===== config.mk =====
export PLATFORM = sky130hd
export DESIGN_NAME = mem_port_arbiter
export DESIGN_NICKNAME = d
export VERILOG_FILES = /design/src/rtl/mem_port_arbiter.sv
export SDC_FILE = /design/constraint.sdc
export NUM_CORES = 1
export LEC_CHECK = 0
export CELL_PAD_IN_SITES_DETAIL_PLACEMENT = 0
export CELL_PAD_IN_SITES_GLOBAL_PLACEMENT = 1
export CORE_MARGIN = 5
export CORE_UTILIZATION = 12
export CTS_CLUSTER_DIAMETER = 100
export DETAILED_ROUTE_END_ITERATION = 7
export GPL_ROUTABILITY_DRIVEN = 0
export PLACE_DENSITY = 0.87
export SLEW_MARGIN = 10
export SYNTH_ARGS = -nofsm -noshare
export SYNTH_HDL_FRONTEND = slang
export SYNTH_SLANG_ARGS = --single-unit

===== constraint.sdc =====
create_clock -name clk -period 1.1 [get_ports clk]
set_input_delay 0.11 -clock clk [delete_from_list [all_inputs] [get_ports clk]]
set_output_delay 0.11 -clock clk [all_outputs]
set_load 0.03 [all_outputs]

===== src/rtl/mem_port_arbiter.sv =====
// CPU/DMA arbiter for the single block-RAM data port, CPU priority.
// Define ARB_STARVE_GUARD_EN to build the DMA starvation guard (wait_cnt).
module mem_port_arbiter #(
    parameter int AW       = 16,
    parameter int DW       = 16,
    parameter int MAX_WAIT = 4
) (
    input  logic          clk,
    input  logic          reset,
    input  logic          cpu_req,
    input  logic          cpu_we,
    input  logic [AW-1:0] cpu_addr,
    input  logic [DW-1:0] cpu_wdata,
    output logic          cpu_gnt,
    output logic          cpu_rvalid,
    output logic [DW-1:0] cpu_rdata,
    input  logic          dma_req,
    input  logic          dma_we,
    input  logic [AW-1:0] dma_addr,
    input  logic [DW-1:0] dma_wdata,
    output logic          dma_gnt,
    output logic          dma_rvalid,
    output logic [DW-1:0] dma_rdata,
    output logic [AW-1:0] mem_addr,
    output logic          mem_we,
    output logic [DW-1:0] mem_wdata,
    input  logic [DW-1:0] mem_rdata
);

    typedef enum logic [1:0] {
        OWN_NONE,
        OWN_CPU,
        OWN_DMA
    } owner_e;

    typedef enum logic [1:0] {
        LG_IDLE,
        LG_CPU,
        LG_DMA
    } last_e;

    owner_e rd_owner;
    owner_e rd_owner_nx;
    last_e  last_gnt;
    last_e  last_gnt_nx;
    logic   force_dma;

`ifdef ARB_STARVE_GUARD_EN
    localparam logic [3:0] WAIT_MAX = 4'(MAX_WAIT);

    logic [3:0] wait_cnt;
    logic [3:0] wait_cnt_nx;

    assign force_dma = dma_req && (wait_cnt == WAIT_MAX);

    always_comb begin
        wait_cnt_nx = wait_cnt;
        if (!dma_req || dma_gnt) begin
            wait_cnt_nx = '0;
        end else if (wait_cnt < WAIT_MAX) begin
            wait_cnt_nx = wait_cnt + 4'd1;
        end
    end

    always_ff @(posedge clk or negedge reset) begin
        if (!reset) begin
            wait_cnt <= '0;
        end else begin
            wait_cnt <= wait_cnt_nx;
        end
    end
`else
    assign force_dma = 1'b0;
`endif

    // last_gnt is kept for debug visibility only
    logic unused;
    assign unused = ^{last_gnt, 4'(MAX_WAIT)};

    always_comb begin
        cpu_gnt = reset && cpu_req && !force_dma;
        dma_gnt = reset && dma_req && !cpu_gnt;
    end

    always_comb begin
        mem_addr  = dma_gnt ? dma_addr  : cpu_addr;
        mem_wdata = dma_gnt ? dma_wdata : cpu_wdata;
        mem_we    = 1'b0;
        if (cpu_gnt) begin
            mem_we = cpu_we;
        end else if (dma_gnt) begin
            mem_we = dma_we;
        end
    end

    always_comb begin
        rd_owner_nx = OWN_NONE;
        last_gnt_nx = LG_IDLE;
        if (cpu_gnt) begin
            last_gnt_nx = LG_CPU;
            if (!cpu_we) rd_owner_nx = OWN_CPU;
        end else if (dma_gnt) begin
            last_gnt_nx = LG_DMA;
            if (!dma_we) rd_owner_nx = OWN_DMA;
        end
    end

    always_ff @(posedge clk or negedge reset) begin
        if (!reset) begin
            rd_owner <= OWN_NONE;
            last_gnt <= LG_IDLE;
        end else begin
            rd_owner <= rd_owner_nx;
            last_gnt <= last_gnt_nx;
        end
    end

    // RAM data is already one cycle late, so it lines up with the tag
    assign cpu_rvalid = (rd_owner == OWN_CPU);
    assign dma_rvalid = (rd_owner == OWN_DMA);
    assign cpu_rdata  = cpu_rvalid ? mem_rdata : '0;
    assign dma_rdata  = dma_rvalid ? mem_rdata : '0;

endmodule


Word-level counts from Yosys, hierarchy flattened

Cells that the tools add are included.

Flip-flop bits (word level): 2
Bits of input ports: 86
Output and inout port bits: 69
Word-level logic and storage cells: 17

Eq/ne operators: 2
Mux-type cells: 10
Reduce and logical (&&, ||, !) cells: 4

Operator list:

| cell                                                                  | number |
|---|---|
| 16-bit two-way mux                                                    | 4 |
| 2-bit two-way mux                                                     | 3 |
| 1-bit logical AND                                                     | 3 |
| 1-bit two-way mux                                                     | 3 |
| 2-bit by 1-bit equality test with 1-bit output, second input constant | 1 |
| 2-bit equality test, second input constant                            | 1 |
| 1-bit logical NOT                                                     | 1 |

Longest topological paths before layout

Depth in word-level cells: 5
Gate-level depth with buffers: 3
Depth with buffers taken out: 2

Worst setup path before layout

OpenSTA, ideal clock, no wires.

Path kind: reg2out
Start point: register rd_owner[1]
End point: output cpu_rdata[10]
Arrival: 1.209 ns
Data required time: 0.990 ns
Slack: -0.219 ns
Stages on the path, launching flop included: 4
Buffers on the path: 1
Cells stage by stage: dfrtp_1 -> nor2b_1 -> buf_2 -> and2_1

Cells in the longest elaborated chain, start to end: 2

RTL lines:

| element                                        | line | text |
|---|---|---|
| from (decl)                                    | 42   | `owner_e rd_owner;` |
| from (signal assigned)                         | 113  | `rd_owner <= rd_owner_nx;` |
| 2-bit by 1-bit equality test with 1-bit output | 119  | `assign cpu_rvalid = (rd_owner == OWN_CPU);` |
| via cpu_rvalid                                 | 15   | `output logic cpu_rvalid,` |
| 16-bit two-way mux                             | 121  | `assign cpu_rdata = cpu_rvalid ? mem_rdata : '0;` |
| to (decl)                                      | 16   | `output logic [DW-1:0] cpu_rdata,` |

The timed path passes the listed nets, and every way through them passes these cells.

Worst setup path after layout

Start point: register rd_owner[1]
End point: output dma_rdata[9]

Cells in the longest elaborated chain, start to end: 2

RTL lines:

| element             | line | text |
|---|---|---|
| 2-bit equality test | 120  | `assign dma_rvalid = (rd_owner == OWN_DMA);` |
| 16-bit two-way mux  | 122  | `assign dma_rdata = dma_rvalid ? mem_rdata : '0;` |
| to (decl)           | 23   | `output logic [DW-1:0] dma_rdata,` |

Every way passes these cells.

==> flow_metrics.env <==
export IMPL_status="complete, but fails checks"
export IMPL_violations="setup timing"
export IMPL_ys_ff_latch=2
export IMPL_powerDensity_nw_per_um2=524
export IMPL_cp_required_ns=0.99
export IMPL_endpoint_kind="output port"
export IMPL_syn_area_sq_um=831
export IMPL_start_util_pct=12.3
export IMPL_antenna_found_initial=0
export IMPL_synth_cells=81
export IMPL_grt_pass1_vias=1343
export IMPL_synth_edff_count=0
export IMPL_post_dp_hpwl_mm=3.66
export IMPL_largest_register="rd_owner"
export IMPL_vias=1275
export IMPL_gr_total_overflow=0
export IMPL_fmax_ghz=0.743
export IMPL_n_fill_cell=655
export IMPL_synthArstFlopShare_pct=100
export IMPL_grt_use_total_pct=9.42
export IMPL_finalWorstSetupSlack_ns=-0.245
export IMPL_clkSinkCount=2
export IMPL_nets=340
export IMPL_worstPathArrival_ns=1.24
export IMPL_dr_pass1_iters=3
export IMPL_layout_drive_gt1_share_pct=61.9
export IMPL_synth_top_area_share_pct=50.6
export IMPL_hold_viol_final=0
export IMPL_worst_hold_slack_ns=0.289
export IMPL_clk_pin_slew_ns=0.03
export IMPL_yosysTopAreaCell="mux2_4"
export IMPL_grt_setup_unrepaired="true"
export IMPL_placed_cells=318
export IMPL_yosys_cell_types_count=13
export IMPL_tightest_slew_ns=0.137
export IMPL_path_max_fanout=17
export IMPL_clockBufferDepth=2
export IMPL_worstHoldPathType="input pin to flop"
export IMPL_synth_top_cells_by_count="and2_1, mux2_4, mux2_2"
export IMPL_antenna_cells=0
export IMPL_row_count=30
export IMPL_power_leakage_nw=1.38
export IMPL_synth_area_leaders="mux2_4, and2_1, dfrtp_1"
export IMPL_htree_levels=1
export IMPL_die_area_sq_um=8690
export IMPL_largest_reg_flops=2
export IMPL_synthesis_nets=167
export IMPL_avgSynthCellArea_sq_um=10.3
export IMPL_synthFlopType="dfrtp_1"
export IMPL_via_per_inst=3.84
export IMPL_initialDrtViolationCount=14
export IMPL_numPortBuffers=154
export IMPL_crit_chain="nor2b_4 -> buf_12 -> and2_2 -> buf_6"
export IMPL_critical_path_class="flop to output port"
export IMPL_slowest_delay_ns=0.40
export IMPL_yosysMostFrequentCell="and2_1"
export IMPL_numCtsBuffers=3
export IMPL_synth_seq_area_share_pct=6.02
export IMPL_slew_violations=0
export IMPL_die_x_um=93.2
export IMPL_drc=0
export IMPL_vdd_drop_max_mv=0.235
export IMPL_syn_to_final_growth_pct=242
export IMPL_wl_per_cell_um=13.6
export IMPL_final_cells=332
export IMPL_grt_max_degree=18
export IMPL_crit_slowest_cell="dfrtp_1"
export IMPL_postRouteWirelength_mm=4.53
export IMPL_finalCritPeriodShare_pct=122
export IMPL_setup_viol=63
export IMPL_drtAntennaViolNets=0
export IMPL_die_h_um=93.2
export IMPL_worst_slew_margin_rel_pct=90.8
export IMPL_grt_pass1_wl_mm=6.49
export IMPL_start_kind="flop"
export IMPL_maxCapViolCount=0
export IMPL_root_buffer="clkbuf_8"
export IMPL_core_area_sq_um=6760
export IMPL_reg_largest_list="rd_owner (2)"
export IMPL_cts_tree="yes"
export IMPL_io_pins=155
export IMPL_fin_crit_ns=1.35
export IMPL_yosysWarnings=0
export IMPL_preCtsSetupSlack_ns=-0.924
## through the flow
step	area (sq um)	TNS (ns)	power, mW	util (%)
floorplan	863	-0.198	0.536	-
global placement	2430	-33.74	1.07	35.9
detailed placement	2430	-35.02	1.08	35.9
CTS	2720	-11.83	1.45	40.3
global route	2840	-13.04	1.56	42.0
finish	2840	-9.84	1.49	42.0
## cell families after synthesis
| logic type | count (synthesis) | share of synthesized area (%) |
|---|---|---|
| AOI/OAI and AO/OA | 1 | 0.904 |
| buffers and inverters | 6 | 5.72 |
| DFF | 2 | 6.02 |
| muxes | 32 | 56.0 |
| and+or+nand+nor | 40 | 31.3 |
## cell usage in the layout (no fill, tap or decap)
master,Yosys,layout
clkbuf_16,0,1
nand2_1,1,1
nand3b_1,1,1
inv_1,1,1
buf_8,0,1
buf_6,3,75
buf_4,0,9
clkdlybuf4s50_1,0,80
dlygate4sd2_1,0,2
nand3b_4,1,1
nor2b_4,0,2
clkbuf_8,0,3
mux2_2,4,4
dfrtp_1,2,2
nor2b_1,3,1
mux2_4,28,28
nor2_1,1,1
buf_12,0,2
dlygate4sd3_1,0,1
a21boi_1,0,1
and2_4,0,23
and2_1,33,5
and2_2,0,5
buf_2,2,2
## power by group
| group | total (mW) | internal, mW | leakage, nW | switching (mW) |
|---|---|---|---|---|
| Combinational | 1.12 | 0.676 | 1.33 | 0.442 |
| Sequential | 0.0792 | 0.0765 | 0.0272 | 0.00268 |
| Clock | 0.291 | 0.232 | 0.0216 | 0.0594 |
## timing repair
item	CTS	global route
gates resized for setup	255	38
hold endpoints to repair	2	0
setup endpoints to repair	69	66
pin swaps	12	6
setup buffers	6	4
hold buffers	1	0
cloned	3	1
## path summary, 6_finish.rpt
kind | from | endpoint | slack [ns] | cells after the start
max | rd_owner[1] | dma_rdata[9] | -0.25 | 4
min | dma_we | rd_owner[1] | 0.29 | 3
max in group asynchronous | reset | rd_owner[0] | 0.59 | 3
min in group asynchronous | reset | rd_owner[1] | 0.38 | 3
## critical path, delay by kind of cell (launching register included)
| kind | cells | cell delay [ns] |
|---|---|---|
| buffers and inverters | 2 | 0.27 |
| AND/OR/NAND/NOR | 2 | 0.34 |
| flip-flops | 1 | 0.40 |
## layout make-up
cell class	count	area, sq um	share of cell area, %
multi-input cells	73	812	28.6
inverters	1	3.75	0.132
clock buffers	3	41.3	1.46
well taps	80	100	3.53
flip-flops and latches	2	50.0	1.76
repair buffers	173	1830	64.5
## routing by layer
| layer | vias to the layer above | GRT usage, % | wire (um) |
|---|---|---|---|
| li1 | 620 | - | - |
| met1 | 558 | 9.61 | 1570 |
| met2 | 95 | 17.7 | 2300 |
| met3 | 2 | 3.46 | 637 |
| met4 | 0 | 2.93 | 19 |
| met5 | - | 0 | 0 |
Power figures use the tool's default switching activity.
